### src/rtl/cpu_fetch_if.sv
// Fetch unit bus, consumer and control signals.
// master = fetch unit side, slave = memory/consumer side.
interface cpu_fetch_if #(
  parameter int XLEN = 32
);
  logic [XLEN-1:0] bus_addr;
  logic            bus_req;
  logic [XLEN-1:0] bus_rdata;
  logic            bus_ready;
  logic            instr_valid;
  logic [XLEN-1:0] instr_data;
  logic [XLEN-1:0] instr_pc;
  logic            instr_ready;
  logic            redirect_valid;
  logic [XLEN-1:0] redirect_pc;
  logic            halt;
  logic            fetch_fault;
  logic [XLEN-1:0] fault_pc;

  modport master (
    output bus_addr, bus_req, instr_valid, instr_data, instr_pc, fetch_fault, fault_pc,
    input  bus_rdata, bus_ready, instr_ready, redirect_valid, redirect_pc, halt
  );

  modport slave (
    input  bus_addr, bus_req, instr_valid, instr_data, instr_pc, fetch_fault, fault_pc,
    output bus_rdata, bus_ready, instr_ready, redirect_valid, redirect_pc, halt
  );
endinterface

### src/rtl/cpu_fetch_unit.sv
// Sequential instruction prefetcher: single-outstanding bus fetch into a DEPTH-entry
// queue, with redirect flush, halt, and sticky bus-timeout fault.
module cpu_fetch_unit #(
  parameter int              XLEN     = 32,
  parameter int              DEPTH    = 4,
  parameter logic [XLEN-1:0] RESET_PC = '0,
  parameter int              PC_STEP  = 4,
  parameter int              TIMEOUT  = 16
) (
  input logic         clk,
  input logic         reset_n,
  cpu_fetch_if.master fif
);
  localparam int PW = $clog2(DEPTH);
  localparam int CW = PW + 1;
  localparam int WW = $clog2(TIMEOUT + 1);

  typedef enum logic [1:0] {RUN, FULL, HALTED, FAULT} state_e;
  typedef struct packed {
    logic [XLEN-1:0] pc;
    logic [XLEN-1:0] data;
  } entry_t;

  state_e          state_q, state_d;
  logic [XLEN-1:0] fetch_pc_q, fetch_pc_d;
  logic [XLEN-1:0] fault_pc_q, fault_pc_d;
  logic            fault_q, fault_d;
  logic [PW-1:0]   head_q, head_d, tail_q, tail_d;
  logic [CW-1:0]   count_q, count_d;
  logic [WW-1:0]   wait_q, wait_d;
  entry_t          mem_q [DEPTH];
  logic            push, pop;

  // Outputs are gated by reset so nothing is requested or presented while held in reset.
  assign fif.bus_req     = reset_n && (state_q == RUN);
  assign fif.bus_addr    = fetch_pc_q;
  assign fif.instr_valid = reset_n && (count_q != '0);
  assign fif.instr_data  = mem_q[head_q].data;
  assign fif.instr_pc    = mem_q[head_q].pc;
  assign fif.fetch_fault = fault_q;
  assign fif.fault_pc    = fault_pc_q;

  assign push = fif.bus_req && fif.bus_ready && (count_q != CW'(DEPTH)) && !fif.redirect_valid;
  assign pop  = fif.instr_valid && fif.instr_ready && !fif.redirect_valid;

  always_comb begin
    state_d    = state_q;
    fetch_pc_d = fetch_pc_q;
    fault_pc_d = fault_pc_q;
    fault_d    = fault_q;
    head_d     = head_q;
    tail_d     = tail_q;
    count_d    = count_q;
    wait_d     = wait_q;
    if (fif.redirect_valid) begin
      head_d     = '0;
      tail_d     = '0;
      count_d    = '0;
      wait_d     = '0;
      fault_d    = 1'b0;
      fetch_pc_d = fif.redirect_pc;
      state_d    = fif.halt ? HALTED : RUN;
    end else begin
      if (push) begin
        tail_d     = tail_q + 1'b1;
        fetch_pc_d = fetch_pc_q + XLEN'(PC_STEP);
      end
      if (pop) head_d = head_q + 1'b1;
      count_d = count_q + CW'(push) - CW'(pop);
      wait_d  = (fif.bus_req && !fif.bus_ready) ? wait_q + 1'b1 : '0;
      unique case (state_q)
        RUN: begin
          if (wait_d == WW'(TIMEOUT)) begin
            state_d    = FAULT;
            fault_d    = 1'b1;
            fault_pc_d = fetch_pc_q;
          end else if (fif.halt) begin
            state_d = HALTED;
          end else if (count_d == CW'(DEPTH)) begin
            state_d = FULL;
          end
        end
        FULL:    state_d = fif.halt ? HALTED : ((count_d == CW'(DEPTH)) ? FULL : RUN);
        HALTED:  if (!fif.halt) state_d = (count_d == CW'(DEPTH)) ? FULL : RUN;
        FAULT:   state_d = FAULT;
      endcase
    end
  end

  always_ff @(posedge clk) begin
    if (!reset_n) begin
      state_q    <= RUN;
      fetch_pc_q <= RESET_PC;
      fault_pc_q <= '0;
      fault_q    <= 1'b0;
      head_q     <= '0;
      tail_q     <= '0;
      count_q    <= '0;
      wait_q     <= '0;
    end else begin
      state_q    <= state_d;
      fetch_pc_q <= fetch_pc_d;
      fault_pc_q <= fault_pc_d;
      fault_q    <= fault_d;
      head_q     <= head_d;
      tail_q     <= tail_d;
      count_q    <= count_d;
      wait_q     <= wait_d;
    end
  end

  // Queue storage needs no reset; count_q alone decides what is valid.
  always_ff @(posedge clk) begin
    if (push) mem_q[tail_q] <= '{pc: fetch_pc_q, data: fif.bus_rdata};
  end
endmodule

### src/flat_wrapper.sv
// flat-port wrapper written by rule: the top's interface ports become plain ports
module cpu_fetch_unit_flat 
#(
  parameter int              XLEN     = 32,
  parameter int              DEPTH    = 4,
  parameter logic [XLEN-1:0] RESET_PC = '0,
  parameter int              PC_STEP  = 4,
  parameter int              TIMEOUT  = 16
)
  (clk, reset_n, fif_bus_addr, fif_bus_req, fif_instr_valid, fif_instr_data, fif_instr_pc, fif_fetch_fault, fif_fault_pc, fif_bus_rdata, fif_bus_ready, fif_instr_ready, fif_redirect_valid, fif_redirect_pc, fif_halt);
  cpu_fetch_if #(.XLEN(XLEN)) fif_i ();
  input logic clk;
  input logic reset_n;
  output wire logic [$bits(fif_i.bus_addr)-1:0] fif_bus_addr;
  output wire logic [$bits(fif_i.bus_req)-1:0] fif_bus_req;
  output wire logic [$bits(fif_i.instr_valid)-1:0] fif_instr_valid;
  output wire logic [$bits(fif_i.instr_data)-1:0] fif_instr_data;
  output wire logic [$bits(fif_i.instr_pc)-1:0] fif_instr_pc;
  output wire logic [$bits(fif_i.fetch_fault)-1:0] fif_fetch_fault;
  output wire logic [$bits(fif_i.fault_pc)-1:0] fif_fault_pc;
  input wire logic [$bits(fif_i.bus_rdata)-1:0] fif_bus_rdata;
  input wire logic [$bits(fif_i.bus_ready)-1:0] fif_bus_ready;
  input wire logic [$bits(fif_i.instr_ready)-1:0] fif_instr_ready;
  input wire logic [$bits(fif_i.redirect_valid)-1:0] fif_redirect_valid;
  input wire logic [$bits(fif_i.redirect_pc)-1:0] fif_redirect_pc;
  input wire logic [$bits(fif_i.halt)-1:0] fif_halt;
  assign fif_bus_addr = fif_i.bus_addr;
  assign fif_bus_req = fif_i.bus_req;
  assign fif_instr_valid = fif_i.instr_valid;
  assign fif_instr_data = fif_i.instr_data;
  assign fif_instr_pc = fif_i.instr_pc;
  assign fif_fetch_fault = fif_i.fetch_fault;
  assign fif_fault_pc = fif_i.fault_pc;
  assign fif_i.bus_rdata = fif_bus_rdata;
  assign fif_i.bus_ready = fif_bus_ready;
  assign fif_i.instr_ready = fif_instr_ready;
  assign fif_i.redirect_valid = fif_redirect_valid;
  assign fif_i.redirect_pc = fif_redirect_pc;
  assign fif_i.halt = fif_halt;
  cpu_fetch_unit #(.XLEN(XLEN), .DEPTH(DEPTH), .RESET_PC(RESET_PC), .PC_STEP(PC_STEP), .TIMEOUT(TIMEOUT)) u_core (.clk(clk), .reset_n(reset_n), .fif(fif_i));
endmodule
### config.mk
export PLATFORM = sky130hd
export DESIGN_NAME = cpu_fetch_unit_flat
export DESIGN_NICKNAME = d
export VERILOG_FILES = /design/src/rtl/cpu_fetch_if.sv /design/src/rtl/cpu_fetch_unit.sv /design/src/flat_wrapper.sv
export SDC_FILE = /design/constraint.sdc
export NUM_CORES = 1
export LEC_CHECK = 0
export CORE_ASPECT_RATIO = 0.9
export CORE_MARGIN = 2
export CORE_UTILIZATION = 54
export DETAILED_ROUTE_END_ITERATION = 7
export HOLD_SLACK_MARGIN = 0.03
export PLACE_DENSITY = 0.8
export SETUP_SLACK_MARGIN = 0.1
export SLEW_MARGIN = 20
export SYNTH_ARGS = -nofsm -noshare
export SYNTH_HDL_FRONTEND = slang
export SYNTH_SLANG_ARGS = --single-unit
### constraint.sdc
create_clock -name clk -period 5.3 [get_ports clk]
set_input_delay 1.59 -clock clk [delete_from_list [all_inputs] [get_ports clk]]
set_output_delay 1.59 -clock clk [all_outputs]
set_load 0.02 [all_outputs]
==> impl_metrics.toml, run 1 <==
[worst_setup_path]
end_kind = "output pin"
worstSetupPathType = "flop to output pin"
crit_arrival_ps = 2790
worstPathRequired_ps = 3710
path_max_fanout = 37
startpoint_type = "flop"
crit-reg2reg-launch = "u_core.fif.bus_addr[2]"

[placed_design]
pre_cts_slack_ps = 1030
place_area_mm2 = 0.0153
port-buffer-count = 200
dp_hpwl_um = 17300
gp_congestion = 0.805

[logic_synthesis]
synth-edff-count = 256
ys_types = 48
synth_area_mm2 = 0.0130
syn_nets = 811
synth_seq_area_share_pct = 71.7
async_flop_share_pct = 0
synthFlopType = "edfxtp_1"
synth_cells = 732
synth_seq_cells = 337
syn_avg_cell_area_um2 = 17.7
yosys_warnings = 0

[floorplan]
pin_count = 201
core_mm2 = 0.0235
num_rows = 53
initial_utilization_pct = 55.3
die_h_um = 151
die_area_mm2 = 0.0253
die_w_um = 167

[sta]
slew_headroom_pct = 34.2
setup_tns_ps = 0
hold_violations = 0
setup_ws_ps = 920
finalCriticalPeriod_ps = 4380
rsz0062_at_grt = "no"
max_slew.worst_pin.slew_ps = 986
maxSlewViolCount = 0
setup_viol = 0
period_share_pct = 82.6
fin_skew_ps = 14.3
hold_ws_ps = 476
fmax_mhz = 228

[final_layout]
final_common_cell = "edfxtp_1"
multi_input_area_mm2 = 0.00344
diodes = 0
regArea_mm2 = 0.00932
area_growth_pct = 25.6
mostFrequentLayoutCells = "edfxtp_1 (256), clkdlybuf4s50_1 (199), dfxtp_1 (79), mux4_2 (64)"
final_cell_area_mm2 = 0.0163
drive_above_1_share_pct = 14.0
fill_cells = 1542
nNetsFinal = 1025

[power_and_ir_drop]
p_per_area_mw_per_mm2 = 329
vdd.ir_drop.worst_mv = 0.177
power_leakage_uw = 0.00519

[run_status]
status = "finished, violations left"
violations = "design-rule violations"

[drt]
via_per_inst = 5.82
ant_nets = 0
finalWirelength_um = 27900
first_iter_violations = 776
wl_per_cell_um = 21.9
route.detailed.drc = 15
first_pass_iters = 8
vias = 7407

[grt]
grt_usage_pct = 22.1
grt_pass1_wl_um = 42300
grt_pass1_vias = 7443
grt_max_degree = 65
antenna_found_initial = 0
overflow = 0

[flow_run]
drv_cap = 0

[clocking]
postCtsSetupRepairBufs = 0
cts_buffer_depth = 3
cts_htree_levels = 2
clkTransAtPathRegs_ps = 60
root_buffer = "clkbuf_16"
cts_hold_buf = 0
cts_sinks = 337
insertion_delay_ps = 500
cts_buffers = 34
cts_tree = "done"
cts_resized = 0

[worst_hold_path]
min_path_type = "flop to flop"
min_from = "u_core.wait_q[0]"
## final cells by class
class                      instances  area share [%]
sequential                       337            57.1
multi-input combinational        351            21.1
timing repair buffer             213            13.2
clock buffer                      53            5.90
tap                              302            2.31
clock inverter                     8           0.222
inverter                           9           0.207
## power breakdown
group / switching (uW) / total, uW / internal, uW / leakage (uW)
clock network: 919 / 2170 / 1250 / 0.000482
registers: 53.2 / 2930 / 2880 / 0.00300
logic: 131 / 268 / 137 / 0.00171
total: 1100 / 5360 / 4260 / 0.00519
## Yosys cell counts, types with 2 or more instances
cell | count | share of area (%)
buf_2 | 7 | 0.27
and2_1 | 7 | 0.34
and4_1 | 5 | 0.34
clkbuf_1 | 19 | 0.55
o21ai_0 | 31 | 1.2
mux2i_1 | 35 | 2.7
a31oi_1 | 4 | 0.19
xor2_1 | 18 | 1.2
dfxtp_1 | 81 | 12
or3_1 | 2 | 0.096
buf_8 | 3 | 0.35
xnor2_1 | 10 | 0.67
nor3_1 | 3 | 0.12
nor2b_1 | 35 | 1.7
or4_1 | 3 | 0.17
a211oi_1 | 3 | 0.17
nor2_1 | 23 | 0.66
nand2_1 | 18 | 0.52
o211ai_1 | 3 | 0.17
and3_1 | 3 | 0.14
nand3_1 | 20 | 0.77
mux4_2 | 64 | 11
nand4_1 | 14 | 0.67
ha_1 | 8 | 0.77
a21oi_1 | 21 | 0.81
and2_2 | 2 | 0.12
clkbuf_8 | 3 | 0.32
inv_1 | 9 | 0.26
nor3b_1 | 3 | 0.17
edfxtp_1 | 256 | 59
nor3_2 | 2 | 0.15
## path summary, 6_finish.rpt
check                             to  slack (ps)  depth (start not counted)
min reg2reg         u_core.wait_q[0]         480                          1
min                 u_core.wait_q[0]         480                          1
max                  fif_instr_pc[1]         920                          3
max reg2reg  u_core.fif.bus_addr[30]        2660                          6
## routing by layer
metal | GRT usage, % | share of wire [%] | up-vias
met5 | 0 | 0 | -
met4 | 5.65 | 1.5 | 0
met3 | 4.49 | 8.3 | 36
met2 | 35.2 | 47 | 365
met1 | 31.9 | 44 | 3706
li1 | - | - | 3300
## flip-flops by register name (all words and copies together) (netlist names), named ones only
register and flops:
u_core.tail_q 2, u_core.fif.fault_pc 32, u_core.head_q 2, u_core.fif.bus_addr 32
u_core.state_q 2, u_core.count_q 3, u_core.fif.fetch_fault 1, u_core.mem_q 256
u_core.wait_q 5
## per-stage QoR
stage                     instances  power [uW]  util [%]
after floorplan                 732        3080         -
after global placement         1212        3240      65.3
after detailed placement       1212        3250      65.3
after CTS                      1273        5400      69.5
after global routing           1273        5530      69.5
final                          1273        5360      69.5
## worst max-delay path, cell delays in order, from the launching register on
cell and delay, ps:
dfxtp_4 730, buf_12 360, mux4_2 590, clkdlybuf4s50_1 560
## cells by family after synthesis
family	synth area share, %
DFF	71.7
adders and majority gates	0.925
buffers and inverters	1.96
xor gates and xnor gates	1.89
and+or+nand+nor	6.94
muxes	13.8
AOI/OAI and AO/OA	2.84
(Power assumes the default switching activity.)
==> inputs of run 2 (changes only) <==
--- a/config.mk
+++ b/config.mk
@@ -7,10 +7,10 @@
 export LEC_CHECK = 0
 export CORE_ASPECT_RATIO = 0.9
 export CORE_MARGIN = 2
-export CORE_UTILIZATION = 54
+export CORE_UTILIZATION = 48
 export DETAILED_ROUTE_END_ITERATION = 7
 export HOLD_SLACK_MARGIN = 0.03
-export PLACE_DENSITY = 0.8
+export PLACE_DENSITY = 0.75
 export SETUP_SLACK_MARGIN = 0.1
 export SLEW_MARGIN = 20
 export SYNTH_ARGS = -nofsm -noshare
==> constraint.sdc (replaced) <==
create_clock -name clk -period 3.87 [get_ports clk]
set_input_delay 1.161 -clock clk [delete_from_list [all_inputs] [get_ports clk]]
set_output_delay 1.161 -clock clk [all_outputs]
set_load 0.02 [all_outputs]
==> run 2 against run 1 <==
Net effect:
- power is 41% higher
- clock skew is 4.6 ps lower
- routed wire length is 0.14% higher
- global-route usage is 2.3 points lower
- sequential power is 37% higher
- first-iteration DRC count is 27% lower
- the flow now finishes without violations
- hold slack better by 13 ps
- clock-buffer cell count is 6 lower
- setup slack worse by 570 ps
- sequential cell count stayed put
- sequential share of layout area is 1.3 points lower
- largest power group unchanged
==> impl_metrics.toml, run 2 (synthesis results as in run 1) <==
[sta]
rsz0062_at_grt = "no"
fmax_mhz = 284
max_slew.worst_pin.slew_ps = 695
setup_tns_ps = 0
finalCriticalPeriod_ps = 3520
maxSlewViolCount = 0
setup_viol = 0
period_share_pct = 90.9
fin_skew_ps = 9.61
slew_headroom_pct = 53.6
hold_violations = 0

[drt]
via_per_inst = 5.41
first_iter_violations = 563
ant_nets = 0
finalWirelength_um = 27900
wl_per_cell_um = 20.8
first_pass_iters = 5
vias = 7271
route.detailed.drc = 0

[placed_design]
port-buffer-count = 200
gp_congestion = 0.824
dp_hpwl_um = 18300

[worst_setup_path]
path_max_fanout = 24
crit-reg2reg-launch = "u_core.count_q[1]"
end_kind = "output pin"
cpMaxStageDelayCell = "dfxtp_4"
slowest_delay_ps = 610
worstPathRequired_ps = 2710
startpoint_type = "flop"
worstSetupPathType = "flop to output pin"
path_cells = "buf_4 > mux4_2 > clkdlybuf4s50_1"
crit_arrival_ps = 2360

[clocking]
root_buffer = "clkbuf_16"
cts_buffers = 35
clkTransAtPathRegs_ps = 60
cts_sinks = 337
cts_tree = "done"
postCtsSetupRepairBufs = 0
cts_resized = 0
cts_hold_buf = 0
insertion_delay_ps = 500
cts_buffer_depth = 3
cts_htree_levels = 2

[final_layout]
largest_reg_flops = 256
drive_above_1_share_pct = 16.3
nNetsFinal = 1043
mostFrequentLayoutCells = "edfxtp_1 (256), clkdlybuf4s50_1 (199), dfxtp_1 (79), mux4_2 (64), clkbuf_16 (37)"
largest-register = "u_core.mem_q"
area_growth_pct = 28.5
final_common_cell = "edfxtp_1"

[grt]
grt_max_degree = 47
antenna_found_initial = 1
grt_usage_pct = 19.8
overflow = 0
grt_pass1_vias = 7283
grt_pass1_wl_um = 42900

[flow_run]
drv_cap = 0

[power_and_ir_drop]
p_per_area_mw_per_mm2 = 454
finalPower_uw = 7580
power_leakage_uw = 0.00534
vdd.ir_drop.worst_mv = 0.263

[floorplan]
die_area_mm2 = 0.0284
core_mm2 = 0.0268
die_h_um = 160
initial_utilization_pct = 48.4
die_w_um = 177
num_rows = 57
pin_count = 201

[worst_hold_path]
min_from = "u_core.wait_q[0]"
min_path_type = "flop to flop"

[run_status]
status = "completed"
## run 2: changes by cell type in the layout (fill, tap and decap cells not counted)
| cell | before | now |
|---|---|---|
| buf_12 | 5 | 11 |
| clkbuf_8 | 2 | 1 |
| buf_4 | 8 | 19 |
| inv_6 | 1 | 0 |
| clkbuf_16 | 35 | 37 |
| bufinv_16 | 0 | 2 |
| clkinv_2 | 1 | 5 |
| diode_2 | 0 | 1 |
| clkbuf_1 | 16 | 9 |
| clkinvlp_4 | 0 | 2 |
## run 2: cell type report
type | instances | area [um^2]
well taps | 354 | 443
inverters | 9 | 33.8
multi-input cells | 351 | 3440
diodes | 1 | 2.50
fillers | 1986 | 10100
repair buffers | 230 | 2360
clock inverters | 15 | 123
clock buffers | 47 | 973
flip-flops and latches | 337 | 9320
## run 2: power by group
group	switching (uW)	leakage [uW]	internal, uW
combinational	181	0.00181	192
sequential	68.2	0.00300	3940
clock	1300	0.000531	1900
total	1550	0.00534	6030
## run 2: routing by layer
layer | part of all wire (%) | track usage, %
met4 | 1.7 | 4.55
met1 | 45 | 29.2
met2 | 46 | 30.8
met3 | 7.2 | 4.05
met5 | 0 | 0
## run 2: final timing paths
path | endpoint | slack, ps | cells after the start
setup / recovery | fif_instr_pc[3] | 350 | 3
hold / removal | u_core.wait_q[0] | 490 | 1
setup reg to reg | u_core.state_q[0] | 1320 | 13
hold reg to reg | u_core.wait_q[0] | 490 | 1
## run 2: through the flow
stage / hold WS, ps / cell area (um^2) / cells / utilization (%) / setup slack (ps)
final: 489 / 16700 / 1344 / 62.2 / 353
after global placement: 452 / 15600 / 1281 / 58.1 / 370
after floorplan: 430 / 13000 / 732 / - / 139
after global routing: 510 / 16700 / 1343 / 62.2 / 275
after detailed placement: 459 / 15600 / 1281 / 58.1 / 263
after CTS: 495 / 16700 / 1343 / 62.2 / 298
## run 2: worst max-delay path: cells and delay by family (launching register included)
kind / cells / cell delay (ps)
buffers and inverters: 2 / 890
DFF: 1 / 610
muxes: 1 / 340
